### src/rtl/reset_seq_pkg.sv
// Shared state encoding and default timing constants for the ULX3S reset sequencer.
package reset_seq_pkg;

   typedef enum logic [2:0] {
      ASSERT,
      WAIT_LOCK,
      HOLD,
      RELEASE,
      RUN
   } state_t;

   localparam int DEF_LOCK_FILTER = 16;
   localparam int DEF_HOLD_CYCLES = 1024;
   localparam int DEF_STAGES      = 3;
   localparam int DEF_STAGE_GAP   = 8;

endpackage

### src/rtl/sync2.sv
// Two-flop synchronizer for a single asynchronous level; clears to 0 on reset.
module sync2 (
   input  logic clock,
   input  logic reset,
   input  logic d,
   output logic q
);

   logic meta;

   always_ff @(posedge clock or posedge reset) begin
      if (reset) begin
         meta <= 1'b0;
         q    <= 1'b0;
      end else begin
         meta <= d;
         q    <= meta;
      end
   end

endmodule

### src/rtl/ulx3s_reset_sequencer.sv
// Staged reset release (memory, CPU units, CPU) driven by the filtered PLL lock,
// with CPU soft reset and a saturating lock-loss counter.
module ulx3s_reset_sequencer
   import reset_seq_pkg::*;
#(
   parameter int LOCK_FILTER = DEF_LOCK_FILTER,
   parameter int HOLD_CYCLES = DEF_HOLD_CYCLES,
   parameter int STAGES      = DEF_STAGES,
   parameter int STAGE_GAP   = DEF_STAGE_GAP
) (
   input  logic              clock,
   input  logic              reset,
   input  logic              locked,
   input  logic              soft_reset_req,
   output logic [STAGES-1:0] reset_out,
   output logic              ready,
   output logic [7:0]        lock_loss_count,
   output state_t            debugState
);

   localparam int REL_MAX = (STAGES - 1) * STAGE_GAP;
   localparam int FILT_W  = $clog2(LOCK_FILTER + 1);
   localparam int HOLD_W  = $clog2(HOLD_CYCLES + 1);
   localparam int REL_W   = (REL_MAX > 0) ? $clog2(REL_MAX + 1) : 1;

   state_t              state;
   logic                lockedS;
   logic                lockLoss;
   logic [FILT_W-1:0]   filtCnt;
   logic [FILT_W-1:0]   filtNext;
   logic [HOLD_W-1:0]   holdCnt;
   logic [REL_W-1:0]    relCnt;
   logic [REL_W-1:0]    relNext;

   sync2 lockSync (
      .clock (clock),
      .reset (reset),
      .d     (locked),
      .q     (lockedS)
   );

   assign filtNext   = filtCnt + 1'b1;
   assign relNext    = relCnt + 1'b1;
   assign debugState = state;

   // Lock only matters once the filter has passed; WAIT_LOCK handles its own drops.
   assign lockLoss = !lockedS && (state == HOLD || state == RELEASE || state == RUN);

   // soft_reset_req is a one-cycle request pulse with no acknowledge: it is
   // acted on only when sampled high in RUN and silently dropped otherwise.
   always_ff @(posedge clock or posedge reset) begin
      if (reset) begin
         state           <= ASSERT;
         filtCnt         <= '0;
         holdCnt         <= '0;
         relCnt          <= '0;
         reset_out       <= '1;
         ready           <= 1'b0;
         lock_loss_count <= '0;
      end else if (lockLoss) begin
         state     <= WAIT_LOCK;
         filtCnt   <= '0;
         holdCnt   <= '0;
         relCnt    <= '0;
         reset_out <= '1;
         ready     <= 1'b0;
         if (!reset_out[0] && lock_loss_count != 8'hFF)
            lock_loss_count <= lock_loss_count + 8'd1;
      end else begin
         case (state)
            ASSERT: state <= WAIT_LOCK;

            WAIT_LOCK: begin
               if (!lockedS) begin
                  filtCnt <= '0;
               end else if (filtNext == FILT_W'(LOCK_FILTER)) begin
                  filtCnt <= '0;
                  holdCnt <= '0;
                  state   <= HOLD;
               end else begin
                  filtCnt <= filtNext;
               end
            end

            HOLD: begin
               if (holdCnt == HOLD_W'(HOLD_CYCLES - 1)) begin
                  // Stage 0 drops on the same edge that leaves HOLD.
                  holdCnt   <= '0;
                  relCnt    <= '0;
                  reset_out <= ~STAGES'(1);
                  ready     <= (STAGES == 1);
                  state     <= (STAGES == 1) ? RUN : RELEASE;
               end else begin
                  holdCnt <= holdCnt + 1'b1;
               end
            end

            RELEASE: begin
               relCnt <= relNext;
               for (int i = 1; i < STAGES; i++) begin
                  if (relNext == REL_W'(i * STAGE_GAP))
                     reset_out[i] <= 1'b0;
               end
               if (relNext == REL_W'(REL_MAX)) begin
                  ready <= 1'b1;
                  state <= RUN;
               end
            end

            RUN: begin
               if (soft_reset_req) begin
                  holdCnt   <= '0;
                  reset_out <= '1;
                  ready     <= 1'b0;
                  state     <= HOLD;
               end
            end

            default: state <= ASSERT;
         endcase
      end
   end

endmodule

### config.mk
export PLATFORM = sky130hd
export DESIGN_NAME = ulx3s_reset_sequencer
export DESIGN_NICKNAME = d
export VERILOG_FILES = /design/src/rtl/reset_seq_pkg.sv /design/src/rtl/sync2.sv /design/src/rtl/ulx3s_reset_sequencer.sv
export SDC_FILE = /design/constraint.sdc
export NUM_CORES = 1
export LEC_CHECK = 0
export CORE_ASPECT_RATIO = 2
export CORE_MARGIN = 1.5
export CORE_UTILIZATION = 30
export CTS_CLUSTER_DIAMETER = 50
export DETAILED_ROUTE_END_ITERATION = 8
export GPL_ROUTABILITY_DRIVEN = 1
export GPL_TIMING_DRIVEN = 0
export PLACE_DENSITY = 0.46
export SYNTH_ARGS = -nofsm -noshare
export SYNTH_HDL_FRONTEND = slang
export SYNTH_HIERARCHICAL = 1
export SYNTH_SLANG_ARGS = --single-unit
### constraint.sdc
create_clock -name clock -period 2.58 [get_ports clock]
set_input_delay 0.645 -clock clock [delete_from_list [all_inputs] [get_ports clock]]
set_output_delay 0.645 -clock clock [all_outputs]
set_load 0.01 [all_outputs]
==> flow_metrics.tcl, run 1 <==
set metrics [dict create \
    status "finished clean" \
    holdCritPathClass "flop to flop" \
    synth_edf_count 0 \
    fin_ws_ps 333 \
    synth.distinct_cells 54 \
    worst_setup_path_start_kind "input pin" \
    postSynthCellCount 229 \
    rsz0062_at_grt "no" \
    wl_um 5280 \
    period_share_pct 87.1 \
    irDropWorstVdd_v 0.000514 \
    yosysWarnings 6 \
    synth_area_per_cell_sq_um 9.50 \
    grt_max_degree 37 \
    period_minus_slack_ps 2250 \
    p_leak_uw 0.00117 \
    num_rows 43 \
    worst_hold_path.endpoint "lockSync/q" \
    cts_inserted_buffers 5 \
    r2r_slack_ps 420 \
    ctsResizeCount 0 \
    layout.nets 263 \
    ant_nets 0 \
    synth_area_sq_um 2180 \
    start_util_pct 31.1 \
    ctsHoldBuffers 0 \
    slew_violations 0 \
    dp_cells 337 \
    ys_ff_latch 38 \
    drt_iter0_markers 51 \
    fin_skew_ps 4.55 \
    gp_congestion 0.773 \
    max_cap_violations 0 \
    synth.area.top_cells "dfrtp_1, nand3_1, dfstp_2" \
    dr.pass1.iters 4 \
    h-tree-depth 2 \
    layoutNonFillerInstCount 345 \
    holdPathStages 0 \
    dieArea_sq_um 7800 \
    place_ws_ps 37.6 \
    synthToLayoutAreaGrowth_pct 20.4 \
    postPlaceCellArea_sq_um 2470 \
    r2r_start "holdCnt[1]" \
    synth_area_leader_cell "dfrtp_1" \
    required_ps 2810 \
    synthArstFlopShare_pct 100 \
    cp-startpoint "soft_reset_req" \
    synth_seq_area_share_pct 43.9 \
    vias_per_cell 5.17 \
    grt_pass1_wl_um 8890 \
    num_io_pins 19 \
    finalHoldViolations 0 \
    routed-via-count 1785 \
    end_kind "flop" \
    grt-ovfl-total 0 \
    reg2regPathDepth 5 \
    critical_path_class "input pin to flop" \
    synthFlopType "dfrtp_1" \
    cts.clk_slew.worst_paths_ps 60 \
    p_per_area_nw_per_um2 510 \
    antenna_found_initial 0 \
    regToRegEndpoint "relCnt[1]" \
    routedWlPerCell_um 15.3 \
    worstPathArrival_ps 2470 \
    tns_ps 0 \
    synth.most_common_cell "dfrtp_1" \
    place_hpwl_um 3840 \
    cts_setup_buffers 0 \
    drive_above_1_share_pct 11.0 \
    n_antenna_cell 0 \
    max_slew_margin_pct 46.5 \
    core_sq_um 6990 \
    fp.dieH_um 123 \
    final_area_sq_um 2620 \
    clk_latency_ps 290 \
    holdCritStartpoint "lockSync/meta" \
    setup_viol 0 \
    worst_pin_slew_ps 801 \
    die_width_um 63.2 \
    root_buffer "clkbuf_16" \
    cts_tree "done" \
    clkSinkCount 38 \
    synth_fp_nets 238 \
    clock_path_buffers 2 \
    fmax_mhz 445 \
    placement.io_buffers 18 \
    grt_pass1_vias 1796 \
    synth_top_area_share_pct 40.3 \
    grt_use_total_pct 15.0 \
    post-route-util_pct 37.5 \
    drc_errors 0 \
    synthTopCellsByCount "dfrtp_1, nand2_1, nor2_1" \
    critPathMaxFanout 8 \
    nFillCells 737 \
]
-- state kept, by name, summed over array words and instances, names as in the netlist --
name             flops
lockSync/meta        1
reset_out            3
lockSync/q           1
lock_loss_count      8
debugState           3
holdCnt             11
ready                1
relCnt               5
filtCnt              5
-- how the worst max path moves through the flow --
stage | endpoint | slack [ps] | cells past startpoint
after detailed placement | holdCnt[1] | 40 | 6
after global placement | holdCnt[1] | 40 | 6
after global routing | holdCnt[1] | 180 | 6
final | holdCnt[1] | 330 | 6
after CTS | holdCnt[1] | 340 | 6
after floorplan | relCnt[1] | 820 | 5
-- cell families after synthesis --
group	after synthesis	synth area share (%)
AND/OR/NAND/NOR	91	22.1
AO/OA/AOI/OAI	64	21.5
flip-flops	38	43.9
buffers and inverters	16	3.22
XOR/XNOR	10	4.03
multiplexers	5	2.36
adder cells (fa/ha/maj)	5	2.88
-- final cells by class --
type / count / area (sq um) / share of cell area (%)
buffer: 6 / 32.5 / 1.24
clock buffer: 6 / 139 / 5.30
clock inverter: 2 / 12.5 / 0.478
inverter: 10 / 37.5 / 1.43
multi-input combinational: 175 / 1150 / 43.9
sequential: 38 / 955 / 36.4
tap: 90 / 113 / 4.30
timing repair buffer: 18 / 180 / 6.88
-- worst max-delay path: stages --
cell and delay (ps):
clkdlybuf4s50_1 450, nor2b_1 220, nor4b_2 90, a21oi_1 560
and2_1 340, a22o_1 180
-- power breakdown --
group | internal (uW) | switching [uW] | total (uW)
Combinational | 29.6 | 41.2 | 70.8
Sequential | 612 | 20.0 | 632
Clock | 383 | 251 | 633
Total | 1020 | 312 | 1340
-- placed cells by master, fill, tap and decap left out, drive strengths merged, types with 7 or more instances in the layout --
cell type and instances:
dfrtp 35, nand2 20, o21ai 20, nor2 19, clkdlybuf4s50 18, nand3 17, inv 10, a21oi 9
clkbuf 9, a22o 7
-- routing by layer --
metal  track usage [%]  part of all wire, %  wire length, um  vias up
li1                  -                    -                -      885
met1              15.9                   40             2120      861
met2              27.5                   54             2840       28
met3              2.64                  2.5              130       11
met4              8.42                  3.5              185        0
met5                 0                    0                0        -
-- per-stage QoR --
stage	power [uW]	hold WS, ps
floorplan	686	331
global placement	715	338
detailed placement	715	340
CTS	1360	355
global route	1390	354
finish	1340	350
Note: power is estimated with default switching activity, not from simulation.
==> run 2: changes to the inputs <==
Settings changed: GPL_TIMING_DRIVEN 0 to unset, TNS_END_PERCENT set to 5.
==> run 2 against run 1 <==
  * Clock-buffer cell count unchanged
  * Clock power rose by 31%
  * Cell count fell by 0.58%
  * Register-to-register slack better by 20 ps
  * Die area unchanged
  * Routed wire length rose by 1.0%
  * Worst setup slack improved by 44 ps
  * First-iteration DRC count increased by 18%
  * Clock skew is 2.4 ps higher
  * Total power is 15% higher
==> flow_metrics.tcl, run 2 (synthesis results as in run 1) <==
set metrics [dict create \
    dieArea_sq_um 7800 \
    num_rows 43 \
    drc_errors 0 \
    pwr-share-seq_pct 41.5 \
    layout.nets 261 \
    ctsHoldBuffers 0 \
    finalHoldViolations 0 \
    critPathMaxFanout 14 \
    setup_viol 0 \
    p_leak_uw 0.00119 \
    rsz0062_at_grt "no" \
    grt_max_degree 37 \
    clk_latency_ps 290 \
    max_stage_delay_ps 650 \
    combPwrFrac_pct 4.3 \
    drt_iter0_markers 60 \
    period_minus_slack_ps 2200 \
    grt_pass1_wl_um 8980 \
    holdPathStages 0 \
    p_sw_share_pct 20.3 \
    fmax_mhz 454 \
    fin_skew_ps 6.94 \
    reg.largest.list "holdCnt: 11 flops, lock_loss_count: 8 flops" \
    tns_ps 0 \
    slew_violations 0 \
    critical-path-top-delay-family "buffers and inverters" \
    routed-via-count 1771 \
    cts_inserted_buffers 5 \
    grt-ovfl-total 0 \
    p_per_area_nw_per_um2 576 \
    grt_use_total_pct 14.9 \
    holdCritStartpoint "lockSync/meta" \
    nFillCells 737 \
    ctsResizeCount 0 \
    r2r_slack_ps 440 \
    final_common_cell "dfrtp_1" \
    holdCritPathClass "flop to flop" \
    regMostFlops "holdCnt" \
    cts_setup_buffers 0 \
    critical_path_class "flop to output port" \
    drive_above_1_share_pct 10.7 \
    synthToLayoutAreaGrowth_pct 22.5 \
    cp_cell_sequence "clkdlybuf4s50_1" \
    worstPathArrival_ps 1560 \
    required_ps 1930 \
    clkSinkCount 38 \
    fp.dieH_um 123 \
    place_hpwl_um 3900 \
    gp_congestion 0.768 \
    largest_register_ffs 11 \
    end_kind "output port" \
    final_cell_mix "dfrtp_1, nand2_1, nor2_1" \
    root_buffer "clkbuf_16" \
    clock_path_buffers 2 \
    max_slew_margin_pct 55.1 \
    p_int_uw 1220 \
    r2r_start "holdCnt[0]" \
    irDropWorstVdd_v 0.000424 \
    grt_pass1_vias 1795 \
    num_io_pins 19 \
    max_cap_violations 0 \
    hold_ws_ps 356 \
    regToRegEndpoint "relCnt[4]" \
    dr.pass1.iters 4 \
    worst_setup_path_start_kind "flop" \
    clkPwrFrac_pct 54.2 \
    ant_nets 0 \
    worst_hold_path.endpoint "lockSync/q" \
    vias_per_cell 5.16 \
    placement.io_buffers 18 \
    die_width_um 63.2 \
    worst_pin_slew_ps 673 \
    cts.clk_slew.worst_paths_ps 60 \
    slowest_stage "clkdlybuf4s50_1" \
    period_share_pct 85.4 \
    n_antenna_cell 0 \
    core_sq_um 6990 \
    status "finished clean" \
    cts_tree "done" \
    antenna_found_initial 0 \
    h-tree-depth 2 \
    power.switching_uw 312 \
    worst-path-buf-inv 1 \
    reg2regPathDepth 6 \
    start_util_pct 31.1 \
    routedWlPerCell_um 15.5 \
    wl_um 5330 \
    regArea_sq_um 955 \
    multi_input_area_sq_um 1150 \
]
run 2: power by group through the flow:
stage,registers [uW],logic [uW],clock network (uW)
5_1_grt,641,75.8,880
4_1_cts,636,68.3,849
3_3_place_gp,647,67.9,0
3_5_place_dp,647,68.3,0
2_1_floorplan,639,47.2,0
6_report,637,65.7,832
run 2: worst register-to-register path, stage by stage, from the launching register on:
cell	delay, ps
dfrtp_1	460
ha_1	300
nand3_1	220
o41ai_4	520
nand2_1	250
o21ai_0	200
o21ai_1	80
run 2: stage by stage:
stage / power, uW / instance area, sq um / std cells / setup slack, ps / util [%]
after floorplan: 686 / 2180 / 229 / 824 / -
after global placement: 715 / 2470 / 335 / 154 / 35.3
after detailed placement: 715 / 2470 / 335 / 138 / 35.3
after CTS: 1550 / 2670 / 343 / 370 / 38.1
after global routing: 1600 / 2670 / 343 / 219 / 38.1
final: 1530 / 2670 / 343 / 377 / 38.1
run 2: area by class of cell:
cell class / instances / area share [%]
Inverter: 10 / 1.41
Tap cell: 90 / 4.23
Sequential cell: 38 / 35.8
Clock inverter: 2 / 2.25
Multi-Input combinational cell: 175 / 43.2
Clock buffer: 6 / 5.21
Timing Repair Buffer: 22 / 7.89
run 2: worst max path at each step:
stage              startpoint       endpoint  slack (ps)  cells after the start
3_3_place_gp   soft_reset_req     holdCnt[1]         150                      6
2_1_floorplan      holdCnt[0]      relCnt[1]         820                      5
3_5_place_dp   soft_reset_req     holdCnt[1]         140                      6
5_1_grt            holdCnt[0]      relCnt[4]         220                      6
6_report        debugState[1]  debugState[1]         380                      1
4_1_cts         debugState[1]  debugState[1]         370                      1
run 2: per-layer routing:
metal,global-route usage (%),part of all wire [%],wire (um)
met1,15.6,39,2080
met5,0,0,0
met3,2.73,2.8,147
met4,6.79,2.7,146
met2,28.5,56,2960
==> run 3: changes to the inputs <==
Settings changed: CORE_MARGIN 1.5 to 5.
==> run 3 against run 2 <==
  * Worst setup slack got worse by 20 ps
  * Maximum frequency decreased by 0.89%
  * Via count grew 0.62%
  * Global-route usage fell by 3.5 points
  * Critical endpoint is now debugState[0]
==> flow_metrics.tcl, run 3 (synthesis results as in run 1) <==
set metrics [dict create \
    cp_num_cells 1 \
    drt_iter0_markers 77 \
    clkSinkCount 38 \
    final_cell_mix "dfrtp_1, nand2_1, nor2_1" \
    total_power_uw 1330 \
    n_antenna_cell 0 \
    setup_viol 0 \
    rsz0062_at_grt "no" \
    cts_tree "done" \
    ant_nets 0 \
    largest_register_ffs 11 \
    holdCritPathClass "flop to flop" \
    grt_use_total_pct 11.5 \
    max_stage_delay_ps 660 \
    worstPathArrival_ps 1580 \
    slowest_stage "dfrtp_1" \
    regMostFlops "holdCnt" \
    hold_ws_ps 347 \
    start_util_pct 30.4 \
    irDropWorstVdd_v 0.000250 \
    worst_setup_path_start_kind "flop" \
    grt_pass1_wl_um 8410 \
    antenna_found_initial 0 \
    postPlaceCellArea_sq_um 2480 \
    drc_errors 0 \
    holdPathStages 0 \
    root_buffer "clkbuf_16" \
    layoutNonFillerInstCount 347 \
    clk_latency_ps 280 \
    p_leak_uw 0.00118 \
    fin_skew_ps 1.85 \
    worst_pin_slew_ps 536 \
    worst-path-buf-inv 1 \
    required_ps 1930 \
    synthToLayoutAreaGrowth_pct 20.9 \
    critical_path_class "flop to output port" \
    finalHoldViolations 0 \
    wl_um 4880 \
    cp_cell_sequence "clkdlybuf4s50_1" \
    period_share_pct 86.1 \
    placement.io_buffers 18 \
    critPathMaxFanout 18 \
    dp_cells 339 \
    layout.nets 263 \
    fmax_mhz 450 \
    critical-path-top-delay-family "flip-flops" \
    reg.largest.list "holdCnt: 11 flops, lock_loss_count: 8 flops" \
    die_width_um 70.2 \
    cts_inserted_buffers 5 \
    grt-ovfl-total 0 \
    grt_pass1_vias 1770 \
    routedWlPerCell_um 14.1 \
    dieArea_sq_um 9160 \
    dr.pass1.iters 4 \
    ctsResizeCount 0 \
    ctsHoldBuffers 0 \
    h-tree-depth 2 \
    clock_path_buffers 2 \
    num_rows 44 \
    period_minus_slack_ps 2220 \
    status "finished clean" \
    slew_violations 0 \
    reg2regPathDepth 6 \
    tns_ps 0 \
    place_hpwl_um 3440 \
    final_area_sq_um 2630 \
    routed-via-count 1782 \
    fp.dieH_um 130 \
    drive_above_1_share_pct 11.0 \
    vias_per_cell 5.14 \
    grt_max_degree 32 \
    p_per_area_nw_per_um2 504 \
    final_common_cell "dfrtp_1" \
    core_sq_um 7160 \
    max_cap_violations 0 \
    end_kind "output port" \
    cts.clk_slew.worst_paths_ps 60 \
    num_io_pins 19 \
    max_slew_margin_pct 64.1 \
    gp_congestion 0.781 \
    nFillCells 769 \
    cts_setup_buffers 0 \
]
-- run 3: changes by cell type in the layout (fill, tap and decap cells not counted), sizes merged --
cell	before	now
clkinv	0	1
clkbuf	6	7
bufinv	2	0
buf	4	6
-- run 3: per-layer routing --
metal,routed length (um),global-route usage (%)
met1,2260,14.7
met2,2370,18.5
met5,0,0
met3,155,2.53
met4,98,5.08
-- run 3: where the power goes --
group          internal, uW  switching [uW]  total [uW]
Clock                   383             239         622
Sequential              612            26.1         638
Combinational          31.5            34.9        66.4
Total                  1030             299        1330
-- run 3: area by class of cell --
cell class / instances / area [sq um] / share of cell area [%]
clock buffers: 7 / 143 / 5.42
clock inverters: 1 / 5.00 / 0.190
inverters: 10 / 37.5 / 1.43
multi-input cells: 175 / 1150 / 43.7
flip-flops and latches: 38 / 955 / 36.3
well taps: 92 / 115 / 4.37
repair buffers: 24 / 225 / 8.56
-- run 3: final timing paths --
kind                                from  slack, ps       endpoint
max                        debugState[0]        360  debugState[0]
min                        lockSync/meta        350     lockSync/q
max reg2reg                   holdCnt[0]        420      relCnt[4]
min reg2reg                lockSync/meta        350     lockSync/q
max in group asynchronous          reset       1290   reset_out[0]
min in group asynchronous          reset        540  lockSync/meta
-- run 3: worst register-to-register path, stage by stage (launching register included) --
cell	delay, ps
dfrtp_1	440
ha_1	280
nand3_1	210
o41ai_4	570
nand2_1	250
o21ai_0	210
o21ai_1	80
-- run 3: stage by stage --
step,worst slack (ps),utilization (%)
after floorplan,824,-
after global placement,284,34.7
after detailed placement,251,34.7
after CTS,348,36.8
after global routing,176,36.8
final,358,36.8
